$ cat src/rtl/exp_mul_axi4lite_master.sv
// exp_mul_axi4lite_master: AXI4-Lite initiator that writes A/B/SELECT/START, polls DONE, reads P.
module exp_mul_axi4lite_master #(
    parameter logic [31:0] BASE_ADDR  = 32'h7c80_0000,
    parameter int          POLL_LIMIT = 1024
) (
    input  logic        M_AXI_ACLK,
    input  logic        M_AXI_ARESET,
    input  logic        cmd_valid,
    output logic        cmd_ready,
    input  logic [31:0] cmd_a,
    input  logic [31:0] cmd_b,
    input  logic        cmd_sel,
    output logic        result_valid,
    output logic [31:0] result_data,
    output logic [1:0]  result_err,
    output logic [31:0] M_AXI_AWADDR,
    output logic        M_AXI_AWVALID,
    input  logic        M_AXI_AWREADY,
    output logic [31:0] M_AXI_WDATA,
    output logic [3:0]  M_AXI_WSTRB,
    output logic        M_AXI_WVALID,
    input  logic        M_AXI_WREADY,
    input  logic        M_AXI_BVALID,
    input  logic [1:0]  M_AXI_BRESP,
    output logic        M_AXI_BREADY,
    output logic [31:0] M_AXI_ARADDR,
    output logic        M_AXI_ARVALID,
    input  logic        M_AXI_ARREADY,
    input  logic [31:0] M_AXI_RDATA,
    input  logic [1:0]  M_AXI_RRESP,
    input  logic        M_AXI_RVALID,
    output logic        M_AXI_RREADY
);
    typedef enum logic [2:0] {IDLE, WR_REQ, WR_RESP, RD_REQ, RD_RESP, DONE_OUT} state_t;
    state_t state, state_nxt;
    logic [1:0]  step;
    logic        aw_done, w_done, b_got, b_bad_q, r_got, r_bad_q, tgt_p, sel_q;
    logic [31:0] a_q, b_q, r_data_q, poll_cnt, r_word;
    logic        aw_hs, w_hs, b_fire, b_bad, r_fire, r_bad, poll_last;

    assign aw_hs     = M_AXI_AWVALID & M_AXI_AWREADY;
    assign w_hs      = M_AXI_WVALID & M_AXI_WREADY;
    // a response may arrive early; it is parked in *_got until its state consumes it
    assign b_fire    = b_got | (M_AXI_BVALID & M_AXI_BREADY);
    assign b_bad     = b_got ? b_bad_q : (M_AXI_BRESP != 2'b00);
    assign r_fire    = r_got | (M_AXI_RVALID & M_AXI_RREADY);
    assign r_bad     = r_got ? r_bad_q : (M_AXI_RRESP != 2'b00);
    assign r_word    = r_got ? r_data_q : M_AXI_RDATA;
    assign poll_last = (poll_cnt + 32'd1) == 32'(POLL_LIMIT);

    always_ff @(posedge M_AXI_ACLK or posedge M_AXI_ARESET)
        if (M_AXI_ARESET) state <= IDLE;
        else state <= state_nxt;

    always_comb begin
        state_nxt = state;
        case (state)
            IDLE:     if (cmd_valid) state_nxt = WR_REQ;
            WR_REQ:   if ((aw_done | aw_hs) && (w_done | w_hs)) state_nxt = WR_RESP;
            WR_RESP:  if (b_fire) state_nxt = b_bad ? DONE_OUT : (step == 2'd3) ? RD_REQ : WR_REQ;
            RD_REQ:   if (M_AXI_ARREADY) state_nxt = RD_RESP;
            RD_RESP:  if (r_fire) state_nxt = (r_bad || tgt_p) ? DONE_OUT :
                                              r_word[0] ? RD_REQ : poll_last ? DONE_OUT : RD_REQ;
            default:  state_nxt = IDLE;
        endcase
    end

    always_comb begin
        cmd_ready     = (state == IDLE) && !M_AXI_ARESET;
        M_AXI_AWVALID = (state == WR_REQ) && !aw_done;
        M_AXI_AWADDR  = (state == WR_REQ) ? BASE_ADDR + {28'd0, step, 2'b00} : 32'd0;
        M_AXI_WVALID  = (state == WR_REQ) && !w_done;
        M_AXI_WDATA   = (state != WR_REQ) ? 32'd0 : (step == 2'd0) ? a_q : (step == 2'd1) ? b_q :
                        (step == 2'd2) ? {31'd0, sel_q} : 32'd1;
        M_AXI_WSTRB   = (state == WR_REQ) ? 4'hF : 4'h0;
        M_AXI_BREADY  = (state == WR_REQ || state == WR_RESP) && !b_got;
        M_AXI_ARVALID = (state == RD_REQ);
        M_AXI_ARADDR  = (state == RD_REQ) ? BASE_ADDR + (tgt_p ? 32'h10 : 32'h14) : 32'd0;
        M_AXI_RREADY  = (state == RD_REQ || state == RD_RESP) && !r_got;
        result_valid  = (state == DONE_OUT);
    end

    always_ff @(posedge M_AXI_ACLK or posedge M_AXI_ARESET)
        if (M_AXI_ARESET) begin
            {step, aw_done, w_done, b_got, b_bad_q, r_got, r_bad_q, tgt_p, sel_q} <= '0;
            {a_q, b_q, r_data_q, poll_cnt, result_data} <= '0;
            result_err <= 2'b00;
        end else begin
            if (state == IDLE && cmd_valid) begin
                a_q   <= cmd_a;
                b_q   <= cmd_b;
                sel_q <= cmd_sel;
                step  <= 2'd0;
            end
            aw_done <= (state == WR_REQ) && (state_nxt == WR_REQ) && (aw_done | aw_hs);
            w_done  <= (state == WR_REQ) && (state_nxt == WR_REQ) && (w_done | w_hs);
            if (state == WR_REQ && M_AXI_BVALID && M_AXI_BREADY) begin
                b_got   <= 1'b1;
                b_bad_q <= M_AXI_BRESP != 2'b00;
            end else if (state == WR_RESP && b_fire) b_got <= 1'b0;
            if (state == RD_REQ && M_AXI_RVALID && M_AXI_RREADY) begin
                r_got    <= 1'b1;
                r_bad_q  <= M_AXI_RRESP != 2'b00;
                r_data_q <= M_AXI_RDATA;
            end else if (state == RD_RESP && r_fire) r_got <= 1'b0;
            if (state == WR_RESP && b_fire) begin
                if (b_bad) result_err <= 2'b01;
                else if (step != 2'd3) step <= step + 2'd1;
                else begin
                    poll_cnt <= 32'd0;
                    tgt_p    <= 1'b0;
                end
            end
            if (state == RD_RESP && r_fire) begin
                if (r_bad) result_err <= 2'b01;
                else if (tgt_p) begin
                    result_data <= r_word;
                    result_err  <= 2'b00;
                end else if (r_word[0]) tgt_p <= 1'b1;
                else begin
                    poll_cnt <= poll_cnt + 32'd1;
                    if (poll_last) result_err <= 2'b10;
                end
            end
        end
endmodule

$ cat config.mk
export PLATFORM = sky130hd
export DESIGN_NAME = exp_mul_axi4lite_master
export DESIGN_NICKNAME = d
export VERILOG_FILES = /design/src/rtl/exp_mul_axi4lite_master.sv
export SDC_FILE = /design/constraint.sdc
export NUM_CORES = 1
export LEC_CHECK = 0
export ABC_AREA = 0
export BUFFER_PORTS_ARGS = -buffer_cell sky130_fd_sc_hd__buf_2
export CORE_UTILIZATION = 45
export DETAILED_ROUTE_END_ITERATION = 12
export PLACE_DENSITY = 0.8
export SLEW_MARGIN = 20
export SYNTH_ARGS = -nofsm -noshare
export SYNTH_HDL_FRONTEND = slang
export SYNTH_SLANG_ARGS = --single-unit
$ cat constraint.sdc
create_clock -name M_AXI_ACLK -period 6.82 [get_ports M_AXI_ACLK]
set_input_delay 0.341 -clock M_AXI_ACLK [delete_from_list [all_inputs] [get_ports M_AXI_ACLK]]
set_output_delay 0.341 -clock M_AXI_ACLK [all_outputs]
set_load 0.03 [all_outputs]
==> results_dict.tcl <==
set metrics [dict create \
    outcome "finished, final reports clean" \
    timing.rr.start "poll_cnt[1]" \
    vias 7147 \
    critical_path.max_fanout 20 \
    finalNetCount 1184 \
    via_per_inst 5.31 \
    cts.sinks 175 \
    setup_viol 0 \
    path_clk_slew_ps 80 \
    grt_max_degree 98 \
    cts_root_buf "clkbuf_16" \
    grt_pass1_wl_um 34800 \
    r2r-end "state[1]" \
    numCtsBuffers 17 \
    drc_errors 0 \
    hold_viol 0 \
    die_area_um2 21000 \
    num_rows 51 \
    mostFrequentLayoutCells "buf_2, dfrtp_1, nor2_1, mux2_2, o21ai_0" \
    rsz0062_at_grt "false" \
    grt_pass1_vias 6879 \
    drv_slew 0 \
    drt_pass1_iterations 5 \
    critPathCaptureType "primary output" \
    syn-instance-count 920 \
    power_density_nw_per_um2 424 \
    yosys_warnings 0 \
    multi_input_area_um2 4180 \
    hold_depth 2 \
    synth.ff_latch_count 175 \
    critical-path-slowest-cell "nor2b_1" \
    setup_tns_ps 0 \
    hp-start "M_AXI_WREADY" \
    crit_buf_inv 2 \
    worstHoldPathType "input port to flop" \
    synthFlopType "dfrtp_1" \
    synth-simple-area-share_pct 14.0 \
    worstPathCellList "inv_1 -> ha_1 -> nor2b_1 -> a22oi_1 -> nor2_1 -> buf_2" \
    skew_ps 16.3 \
    wl_um 20700 \
    whs_ps 102 \
    tightest_slew_ps 1070 \
    placed_cell_area_um2 9990 \
    drt_iter0_drc 484 \
    peakVddDrop_mv 0.225 \
    period_needed_ps 3440 \
    min_delay_worst_endpoint "aw_done" \
    path_class "flop to primary output" \
    async_flop_share_pct 100 \
    worst_ep_required_time_ps 6480 \
    reg2reg_slack_ps 3400 \
    fin_cells 1347 \
    htree_levels 4 \
    final_common_cell "buf_2" \
    synth-xor-area-share_pct 1.71 \
    diodes 0 \
    place.port_buffers 201 \
    synth_edf_count 0 \
    muxShareOfSynthArea_pct 16.2 \
    fin_crit_sh_pct 50.5 \
    synth_compound_area_share_pct 10.7 \
    clock_latency_ps 440 \
    pre_cts_ws_ps 3280 \
    cp_top_family "simple AND/OR/NAND/NOR gates" \
    antenna_found_initial 0 \
    fillCellCount 1706 \
    ios 250 \
    postLayoutCellArea_um2 10700 \
    drive_gt1_share_pct 32.6 \
    avgSynthCellArea_um2 10.0 \
    worstRegToRegCells 8 \
    critical_path_arrival_ps 3100 \
    synth_top_family_by_area "multiplexers" \
    area_growth_pct 16.0 \
    cts_hold_buf 0 \
    fin_ws_ps 3380 \
    antenna_left 0 \
    cts_buffer_depth 2 \
    power_mw 4.52 \
    die_h_um 145 \
    postLayoutCoreUtil_pct 54.1 \
    relSlewSlack_pct 28.5 \
    final-seq-area_um2 4380 \
    place_hpwl_um 14400 \
    synth_area_um2 9200 \
    power_leakage_nw 5.14 \
    max_cap_violations 0 \
    grtUsageTotal_pct 20.2 \
    ctsResizeCount 0 \
    fmax_mhz 291 \
    gp_congestion 0.879 \
    core-area_um2 19700 \
    grt_overflow 0 \
    synth_fa_ha_area_share_pct 0.816 \
    ys_types 55 \
    initial_core_util_pct 46.6 \
    dp_cells 1314 \
    slowest_delay_ps 920 \
    cts_tree "yes" \
    die_w_um 145 \
    wl_per_cell_um 15.4 \
    post_cts_buffers 0 \
    ys_seq_area_share_pct 47.6 \
    setup.worst_path.start_class "flop" \
]
cell usage after synthesis (3+ instances only):
library cell | instances | area [µm²]
dfrtp_1 | 175 | 4380
mux2_2 | 99 | 1110
nor2_1 | 99 | 372
o21ai_0 | 86 | 430
nand2_1 | 83 | 312
buf_4 | 68 | 510
clkbuf_1 | 44 | 165
mux2i_1 | 36 | 360
a21oi_1 | 31 | 155
nand3_1 | 20 | 100
a22oi_1 | 16 | 120
o31ai_1 | 15 | 113
nand4_1 | 14 | 87.6
nor4_1 | 14 | 87.6
nor3_1 | 13 | 65.1
and3_1 | 12 | 75.1
inv_1 | 12 | 45.0
xnor2_1 | 11 | 96.3
xor2_1 | 7 | 61.3
buf_6 | 6 | 67.6
ha_1 | 6 | 75.1
and2_1 | 5 | 31.3
a31oi_1 | 3 | 18.8
and4_1 | 3 | 26.3
buf_2 | 3 | 15.0
o41ai_1 | 3 | 26.3
or2_2 | 3 | 18.8
power breakdown:
group / switching, mW / leakage (nW) / internal, mW
logic: 1.11 / 2.61 / 0.708
registers: 0.263 / 2.23 / 1.40
clock network: 0.519 / 0.312 / 0.522
total: 1.89 / 5.14 / 2.63
worst max-delay path by stage:
stage,from,end,slack [ps],cells past startpoint
4_1_cts,r_got,poll_cnt[9],3220,8
6_report,step[1],M_AXI_WDATA[18],3380,6
5_1_grt,step[1],M_AXI_WDATA[17],3110,6
2_1_floorplan,M_AXI_ARESET,a_q[0],1730,1
3_3_place_gp,r_got,poll_cnt[23],3430,8
3_5_place_dp,r_got,poll_cnt[9],3280,8
layout make-up:
| class | count | share of cell area [%] |
|---|---|---|
| multi-input combinational | 655 | 39.2 |
| clock inverter | 15 | 2.09 |
| tap | 265 | 3.11 |
| inverter | 12 | 0.469 |
| clock buffer | 17 | 3.99 |
| timing repair buffer | 208 | 10.0 |
| sequential | 175 | 41.1 |
routing by layer:
metal	track usage (%)	routed length (µm)	vias up
met5	0	0	-
met4	5.32	325	0
met3	4.12	1100	22
met1	26.7	8990	3460
li1	-	-	3422
met2	33.8	10300	243
cells by family (layout without fill, tap and decap cells):
| logic type | count (synthesis) | count (layout) |
|---|---|---|
| AO/OA/AOI/OAI | 168 | 168 |
| XOR/XNOR | 18 | 18 |
| adder cells (fa/ha/maj) | 6 | 6 |
| buffers and inverters | 137 | 252 |
| flip-flops | 175 | 175 |
| multiplexers | 136 | 136 |
| other | 1 | 48 |
| AND/OR/NAND/NOR | 279 | 279 |
flip-flops by register name (all words and copies together) (netlist names):
register / flops
r_got: 1
r_data_q: 32
a_q: 32
poll_cnt: 32
result_data: 32
step: 2
r_bad_q: 1
aw_done: 1
sel_q: 1
b_bad_q: 1
b_got: 1
b_q: 32
result_err: 2
tgt_p: 1
state: 3
w_done: 1
Power figures use the tool's default switching activity.
